==> src/rtl/cpu_pkg.sv <==
// Shared definitions for the control sequencer: opcodes, state codes,
// IR field positions and the decoded-instruction record.
package cpu_pkg;

    // Opcodes carried in IR[31:27]
    localparam logic [4:0] OP_ADD  = 5'h03;
    localparam logic [4:0] OP_SUB  = 5'h04;
    localparam logic [4:0] OP_AND  = 5'h0A;
    localparam logic [4:0] OP_OR   = 5'h0B;
    localparam logic [4:0] OP_MUL  = 5'h0E;
    localparam logic [4:0] OP_DIV  = 5'h0F;
    localparam logic [4:0] OP_NEG  = 5'h10;
    localparam logic [4:0] OP_NOT  = 5'h11;
    localparam logic [4:0] OP_NOP  = 5'h18;
    localparam logic [4:0] OP_SHR  = 5'h19;
    localparam logic [4:0] OP_SHL  = 5'h1A;
    localparam logic [4:0] OP_HALT = 5'h1B;

    // Sequencer state encodings (visible on the debug state port)
    localparam logic [3:0] ST_IDLE = 4'd0;
    localparam logic [3:0] ST_T0   = 4'd1;
    localparam logic [3:0] ST_T1   = 4'd2;
    localparam logic [3:0] ST_T2   = 4'd3;
    localparam logic [3:0] ST_T3   = 4'd4;
    localparam logic [3:0] ST_DEC  = 4'd5;
    localparam logic [3:0] ST_T4   = 4'd6;
    localparam logic [3:0] ST_T5   = 4'd7;
    localparam logic [3:0] ST_T6   = 4'd8;
    localparam logic [3:0] ST_HLT  = 4'd9;
    localparam logic [3:0] ST_FLT  = 4'd10;

    // IR field bit positions
    localparam int OPC_MSB = 31;
    localparam int OPC_LSB = 27;
    localparam int RA_MSB  = 26;
    localparam int RA_LSB  = 23;
    localparam int RB_MSB  = 22;
    localparam int RB_LSB  = 19;
    localparam int RC_MSB  = 18;
    localparam int RC_LSB  = 15;

    // Decoded view of the instruction register
    typedef struct packed {
        logic [4:0] opcode;
        logic [3:0] ra;
        logic [3:0] rb;
        logic [3:0] rc;
        logic       is_alu;
        logic       is_hilo;
        logic       is_unary;
        logic       is_nop;
        logic       is_halt;
        logic       illegal;
    } decode_t;

endpackage

==> src/rtl/instr_decode.sv <==
// Purely combinational instruction decoder: splits IR into register fields
// and classifies the opcode into the groups the sequencer branches on.
module instr_decode
    import cpu_pkg::*;
(
    input  logic [31:0] ir,
    output decode_t     dec
);

    // Low IR bits carry immediates/unused fields the sequencer never looks at
    logic unused_ir_bits;
    assign unused_ir_bits = ^ir[RC_LSB-1:0];

    // Field extraction and opcode classification
    always_comb begin
        dec          = '0;
        dec.opcode   = ir[OPC_MSB:OPC_LSB];
        dec.ra       = ir[RA_MSB:RA_LSB];
        dec.rb       = ir[RB_MSB:RB_LSB];
        dec.rc       = ir[RC_MSB:RC_LSB];
        case (ir[OPC_MSB:OPC_LSB])
            OP_ADD, OP_SUB, OP_AND, OP_OR, OP_SHR, OP_SHL: dec.is_alu = 1'b1;
            OP_NEG, OP_NOT: begin
                dec.is_alu   = 1'b1;
                dec.is_unary = 1'b1;
            end
            OP_MUL, OP_DIV: dec.is_hilo  = 1'b1;
            OP_NOP:         dec.is_nop   = 1'b1;
            OP_HALT:        dec.is_halt  = 1'b1;
            default:        dec.illegal  = 1'b1;
        endcase
    end

endmodule

==> src/rtl/control_sequencer.sv <==
// Moore control unit stepping one instruction through fetch (T0-T2),
// operand read (T3), decode, ALU execute with start/finished handshake (T4)
// and writeback (T5/T6). Outputs depend only on the state register, the
// T4 cycle counter and IR, so run/finished never reach an output directly.
// CNT_W must be wide enough that 2**CNT_W > ALU_TIMEOUT.
module control_sequencer
    import cpu_pkg::*;
#(
    parameter int ALU_TIMEOUT = 64,
    parameter int CNT_W       = 7
) (
    input  logic        Clock,
    input  logic        clear,
    input  logic        run,
    input  logic [31:0] IR,
    input  logic        finished,
    output logic        RFout,
    output logic        PCout,
    output logic        IRout,
    output logic        RYout,
    output logic        RZLOout,
    output logic        RZHIout,
    output logic        MARout,
    output logic        RHIout,
    output logic        RLOout,
    output logic        RFin,
    output logic        PCin,
    output logic        IRin,
    output logic        RYin,
    output logic        RZin,
    output logic        MARin,
    output logic        RHIin,
    output logic        RLOin,
    output logic [3:0]  RFSelect,
    output logic [5:0]  opSelect,
    output logic        start,
    output logic        Read,
    output logic        MDRin,
    output logic        MDRout,
    output logic        IncPC,
    output logic        halted,
    output logic        fault,
    output logic [3:0]  state
);

    decode_t          dec;
    logic [3:0]       state_q;
    logic [3:0]       state_d;
    logic [CNT_W-1:0] cnt;
    logic             first_t4;
    logic             timeout_hit;

    instr_decode u_decode (
        .ir  (IR),
        .dec (dec)
    );

    // cnt is zero in the first T4 cycle, so it doubles as the stale-finished mask
    assign first_t4    = (cnt == '0);
    assign timeout_hit = (cnt == CNT_W'(ALU_TIMEOUT - 1));

    // Next-state selection
    always_comb begin
        state_d = state_q;
        case (state_q)
            ST_IDLE: if (run) state_d = ST_T0;
            ST_T0:   state_d = ST_T1;
            ST_T1:   state_d = ST_T2;
            ST_T2:   state_d = ST_T3;
            ST_T3:   state_d = ST_DEC;
            ST_DEC: begin
                if (dec.is_halt)      state_d = ST_HLT;
                else if (dec.is_nop)  state_d = ST_T5;
                else if (dec.illegal) state_d = ST_FLT;
                else                  state_d = ST_T4;
            end
            ST_T4: begin
                if (!first_t4 && finished) state_d = ST_T5;
                else if (timeout_hit)      state_d = ST_FLT;
            end
            ST_T5: begin
                if (dec.is_hilo) state_d = ST_T6;
                else             state_d = run ? ST_T0 : ST_IDLE;
            end
            ST_T6:   state_d = run ? ST_T0 : ST_IDLE;
            ST_HLT:  state_d = ST_HLT;
            ST_FLT:  state_d = ST_FLT;
            default: state_d = ST_FLT;
        endcase
    end

    // State register
    always_ff @(posedge Clock or negedge clear) begin
        if (!clear) state_q <= ST_IDLE;
        else        state_q <= state_d;
    end

    // T4 cycle counter, held at zero outside T4 so every T4 entry starts fresh
    always_ff @(posedge Clock or negedge clear) begin
        if (!clear)              cnt <= '0;
        else if (state_q != ST_T4) cnt <= '0;
        else                     cnt <= cnt + 1'b1;
    end

    // Control line decode from state and IR
    always_comb begin
        RFout    = 1'b0;
        PCout    = 1'b0;
        IRout    = 1'b0;
        RYout    = 1'b0;
        RZLOout  = 1'b0;
        RZHIout  = 1'b0;
        MARout   = 1'b0;
        RHIout   = 1'b0;
        RLOout   = 1'b0;
        RFin     = 1'b0;
        PCin     = 1'b0;
        IRin     = 1'b0;
        RYin     = 1'b0;
        RZin     = 1'b0;
        MARin    = 1'b0;
        RHIin    = 1'b0;
        RLOin    = 1'b0;
        RFSelect = 4'd0;
        opSelect = 6'd0;
        start    = 1'b0;
        Read     = 1'b0;
        MDRin    = 1'b0;
        MDRout   = 1'b0;
        IncPC    = 1'b0;
        case (state_q)
            ST_T0: begin
                PCout = 1'b1;
                MARin = 1'b1;
                IncPC = 1'b1;
                RZin  = 1'b1;
            end
            ST_T1: begin
                RZLOout = 1'b1;
                PCin    = 1'b1;
                Read    = 1'b1;
                MDRin   = 1'b1;
            end
            ST_T2: begin
                MDRout = 1'b1;
                IRin   = 1'b1;
            end
            ST_T3: begin
                RFSelect = dec.rb;
                RFout    = 1'b1;
                RYin     = 1'b1;
            end
            ST_T4: begin
                RFSelect = dec.is_unary ? dec.rb : dec.rc;
                RFout    = 1'b1;
                opSelect = {1'b0, dec.opcode};
                RZin     = 1'b1;
                start    = first_t4;
            end
            ST_T5: begin
                if (dec.is_alu) begin
                    RFSelect = dec.ra;
                    RZLOout  = 1'b1;
                    RFin     = 1'b1;
                end else if (dec.is_hilo) begin
                    RZLOout = 1'b1;
                    RLOin   = 1'b1;
                end
            end
            ST_T6: begin
                RZHIout = 1'b1;
                RHIin   = 1'b1;
            end
            default: ;
        endcase
    end

    assign halted = (state_q == ST_HLT);
    assign fault  = (state_q == ST_FLT);
    assign state  = state_q;

    // Only one driver may own the shared bus in any cycle
    a_one_bus_driver: assert property (@(posedge Clock) disable iff (!clear)
        $onehot0({RFout, PCout, IRout, RYout, RZLOout, RZHIout, MARout, RHIout, RLOout}));

endmodule

==> config.mk <==
export PLATFORM = sky130hd
export DESIGN_NAME = control_sequencer
export DESIGN_NICKNAME = d
export VERILOG_FILES = /design/src/rtl/cpu_pkg.sv /design/src/rtl/instr_decode.sv /design/src/rtl/control_sequencer.sv
export SDC_FILE = /design/constraint.sdc
export NUM_CORES = 1
export LEC_CHECK = 0
export CAP_MARGIN = 20
export CORE_MARGIN = 8
export CORE_UTILIZATION = 32
export DETAILED_ROUTE_END_ITERATION = 12
export PLACE_DENSITY = 0.86
export RECOVER_POWER = 25
export SYNTH_ARGS = -nofsm -noshare
export SYNTH_HDL_FRONTEND = slang
export SYNTH_SLANG_ARGS = --single-unit
==> constraint.sdc <==
create_clock -name Clock -period 1.78 [get_ports Clock]
set_input_delay 0.267 -clock Clock [delete_from_list [all_inputs] [get_ports Clock]]
set_output_delay 0.267 -clock Clock [all_outputs]
set_load 0.1 [all_outputs]
==> Yosys cells after proc, flatten, opt, wreduce, memory -nomap -nowiden <==
Index checks and enable logic that the tools add are counted.
{ "word_totals": {"reg_bits": 11, "input_bits": 36, "wordCells": 74, "out_inout_bits": 38} }
{ "classes": {"n_addsub": 1, "reduce_logical": 11, "n_eq_ne": 26, "n_mux": 34} }
{ "op_table": {"columns": ["operator", "n"], "rows": [
  ["$pmux 4 s10", 1],
  ["$mux 4", 9],
  ["$eq 5x5->1 const B", 6],
  ["$eq 5x4->1 const B", 4],
  ["$mux 1", 20],
  ["$eq 4x3->1 const B", 4],
  ["$eq 4x4->1 const B", 3],
  ["$pmux 4 s3", 1],
  ["$reduce_or 12->1", 1],
  ["$eq 4x2->1 const B", 2],
  ["$reduce_or 2->1", 4],
  ["$reduce_or 8->1", 1],
  ["$add 7x1->7 const B", 1],
  ["$eq 7x6->1 const B", 1],
  ["$logic_not 7->1", 1],
  ["$mux 7", 1],
  ["$eq 5x2->1 const B", 1],
  ["$eq 5x3->1 const B", 1],
  ["$mux 5", 1],
  ["$eq 4x1->1 const B", 1],
  ["$logic_not 4->1", 1],
  ["$ne 4x3->1 const B", 1],
  ["$ne 3x3->1 const B", 1],
  ["$ne 2x2->1 const B", 1],
  ["4 further kinds", 4]
]} }

==> Depth between registers and ports, before layout <==
{ "depth": {"depth_word": 6, "mapped_depth": 7, "ltp_nobuf": 7} }

==> Cells and area by module <==
A second synthesis with hierarchy kept.
{ "hier_totals": {"cells_unflattened": 162, "hier_area_um2": 1232.4} }
{ "modules_own_cells": {"columns": ["module", "area_each_um2", "instances", "cells_each", "seq_area_each_um2"], "rows": [
  ["control_sequencer", 987.2, 1, 126, 275.3],
  ["instr_decode", 245.2, 1, 36, 0.0]
]} }

==> Least setup slack after synthesis <==
No wires, ideal clock.
{ "synth_timing": {"kind": "flip-flop to output port", "from": "reg state_q[1] (netlist: state[1])", "to": "out start", "setup_slack_ns": -3.081, "t_required_ns": 1.513, "n_path_buf": 1, "arrival_ns": 4.594, "path_stages_with_launch": 5, "path_cell_list": "dfrtp_1 nand2b_1 or2_2 clkbuf_1 nor4_1"} }
{ "synth_via": {"elab_chain_cells": 2} }
{ "synth_lines": {"columns": ["item", "line_no", "text"], "rows": [
  ["start, declared", "control_sequencer.sv:47", "logic [3:0] state_q;"],
  ["start signal, assigned", "control_sequencer.sv:95", "else state_q <= state_d;"],
  ["$eq 4x3->1", "control_sequencer.sv:131", "case (state_q)"],
  ["$mux 1", "control_sequencer.sv:131", null],
  ["end, declared", "control_sequencer.sv:36", "output logic start,"]
]} }
Every way passes these cells.

==> Worst setup path in the final report <==
{ "layout_timing": {"from": "reg cnt[0]", "to": "reg state_q[0] (netlist: state[0])"} }
{ "layout_via": {"elab_chain_cells": 5, "word_cells_on_any_way": 8, "classes_between": "eq/ne (2); mux (2); reduce/logical (4)"} }
{ "layout_lines": {"columns": ["item", "line_no", "text"], "rows": [
  ["start, declared", "control_sequencer.sv:49", "logic [CNT_W-1:0] cnt;"],
  ["start signal, assigned", "control_sequencer.sv:102", "else cnt <= cnt + 1'b1;"],
  ["$logic_not 7->1", "control_sequencer.sv:59", "assign first_t4 = (cnt == '0);"],
  ["$logic_not 1->1", "control_sequencer.sv:78", "if (!first_t4 && finished) state_d = ST_T5;"],
  ["$logic_and 1x1->1", "control_sequencer.sv:78", null],
  ["$mux 4 / $ne 3x3->1 (equally long branches)", null, null],
  ["$pmux 4 s10 / $reduce_and 2->1 (equally long branches)", null, null]
]} }
Several ways; a longest one is shown, not always the timed one.
A chain may end at the register's enable or synchronous reset.

==> flow_summary.toml <==
[die]
initial_utilization = 0.328
die_x_um = 74.0
dieArea_sq_mm = 0.00547
die_y_um = 74.0
fp-row-count = 21
ios = 74
core_region_area_sq_mm = 0.00328

[power]
p_total_w = 0.00546
power_density_mw_per_mm2 = 1960
p_leak_nw = 1.16
peakVddDrop_v = 0.000830

[clock_tree]
cts.path.max_buffers = 2
cts_tree = "built"
clockRootBuffer = "clkbuf_4"
cts_buffers = 3
clk_latency_ns = 0.27
cts_hold_buf = 0
htreeDepth = 1
numClockSinks = 11
clk_pin_slew_ns = 0.08

[critical_path]
end_kind = "flop"
critPathKind = "reg2reg"
cp.arrival_ns = 2.38
max_stage_delay_ns = 0.47
start_kind = "flop"
crit_chain = "inv_2, ha_4, or4b_4, o31a_1, a221o_1, o21bai_1, a21boi_1"
worstPathMaxFanout = 3
crit_path_top_delay_cell = "or4b_4"
critPathRequiredTime_ns = 1.93

[logic_synthesis]
synth_area_sq_mm = 0.00108
ys_top_cells_by_area = "dfrtp_1 26%, buf_4 8.4%, nor2_1 4.9%"
yosysTopAreaCell = "dfrtp_1"
avgSynthCellArea_sq_um = 7.85
synthCells = 137
synth_flop_cell = "dfrtp_1"
ys_seq_area_frac = 0.256
synth_most_common_cell = "nor2_1"
synth_commonest_cells = "14 x nor2_1, 12 x buf_4, 11 x dfrtp_1"
synth_seq_cells = 11
synth_edf_count = 0
ys_warn_count = 0
netlist.area_leader.share = 0.256
synth_cell_types = 42
ys_async_sr_fraction = 1.00

[drt]
route.detailed.wl_per_inst_um = 20.4
drtPass1Iterations = 4
drtAntennaViolNets = 0
viasPerCell = 5.27
routed_wl_um = 5750
drt-initial-drc-count = 79
remaining_drc_errors = 0
via_count = 1487

[run_status]
outcome = "finished, violations left"
failed_checks = "setup timing"

[cells_and_area]
syn_to_final_growth_pct = 159
drive_gt1_frac = 0.631
final_area_sq_mm = 0.00278
layout.nets = 275
diodes = 0

[sta]
tightest_slew_ns = 0.546
setup_violations = 31
fin_setup_tns_ns = -4.28
setup_slack_ns = -0.447
fin_crit_ns = 2.23
finalMaxSlewViolations = 0
maxClockFrequency_mhz = 449
finalHoldViolCount = 0
max_slew_margin = 0.635
rsz0062_at_grt = "yes"
fin_crit_sh = 1.25
fin_worst_skew_ns = 0.00215

[global_routing]
overflow = 0
track_usage = 0.202
grt_antenna_before_repair = 0
grt_max_degree = 12
grt_pass1_vias = 1539
grt_first_pass_wirelength_um = 8250

[placed_design]
portBuffers = 52
dpl_cell_area_sq_mm = 0.00238
routabilityCongestion = 0.907
place_ws_ns = -0.576
dp_hpwl_um = 3450

[flow_run]
maxCapViolCount = 0

[worst_hold_path]
hold_class = "in2async"
[sequential cells by signal, indices dropped and copies added, names as in the netlist]
| signal | count |
|---|---|
| state | 4 |
| cnt | 7 |
[through the flow]
step	util	cells	hold slack, ns
finish	0.848	282	0.413
CTS	0.813	274	0.336
detailed placement	0.725	253	0.516
global placement	0.725	253	0.515
global route	0.848	282	0.442
floorplan	-	142	-0.0286
[routing by layer]
metal	track usage	up-vias	wire length [um]
met5	0	-	0
met4	0.0887	0	159
met3	0.0296	12	325
met2	0.367	72	3150
met1	0.224	734	2110
li1	-	669	-
[layout make-up]
type	count	area, sq um
Inverter	5	25.0
Timing Repair Buffer	111	1380
Clock buffer	4	26.3
Tap cell	46	57.6
Sequential cell	11	290
Fill cell	144	500
Multi-Input combinational cell	105	1000
[layout by cell type, fill, tap and decap left out, types with 3 or more instances in the layout]
master	instances
clkbuf_4	3
mux2i_1	3
dfrtp_1	7
clkdlybuf4s50_1	14
a21oi_1	5
dfrtp_4	4
nor2_1	9
and2_4	4
conb_1	6
nand2b_4	4
buf_4	33
buf_6	23
o2bb2ai_4	4
nand3_1	3
buf_12	34
nor2_4	5
nor2b_1	3
xnor2_1	3
nor3_4	5
inv_2	3
o21ai_0	3
[final timing paths]
| path | slack (ns) | from | depth (start not counted) | end |
|---|---|---|---|---|
| worst max-delay path | -0.45 | cnt[0] | 7 | state[0] |
| worst min-delay path | 0.41 | clear | 1 | cnt[2] |
| worst max register to register | -0.45 | cnt[0] | 7 | state[0] |
| worst min register to register | 0.55 | cnt[0] | 2 | cnt[0] |
| max in group asynchronous | 0.96 | clear | 1 | state[1] |
| min in group Clock | 0.55 | cnt[0] | 2 | cnt[0] |
[worst max-delay path: cells and delay by family (launching register included)]
| family | cells | cell delay [ns] |
|---|---|---|
| and+or+nand+nor | 1 | 0.47 |
| buffers and inverters | 1 | 0.08 |
| adders and majority gates | 1 | 0.13 |
| DFF | 1 | 0.39 |
| AOI/OAI and AO/OA | 4 | 1.04 |
[what timing repair did]
action,in CTS,in global routing
setup buffers,18,9
pin swaps,16,11
endpoints found under the setup margin,29,32
resized for setup,53,15
[where the power goes]
group / switching, W / internal (W) / total, W / leakage, nW
logic: 0.00293 / 0.00196 / 0.00488 / 1.01
clock network: 0.0000910 / 0.0000868 / 0.000178 / 0.0150
registers: 0.0000696 / 0.000329 / 0.000399 / 0.142
total: 0.00309 / 0.00237 / 0.00546 / 1.16
[cell families after synthesis]
| group | share of synthesized area |
|---|---|
| muxes | 0.0372 |
| other | 0.00349 |
| adders and majority gates | 0.0233 |
| and+or+nand+nor | 0.300 |
| buffers and inverters | 0.134 |
| AOI/OAI and AO/OA | 0.206 |
| xor gates and xnor gates | 0.0407 |
| DFF | 0.256 |
No activity file was read; power rests on OpenSTA's default activity.
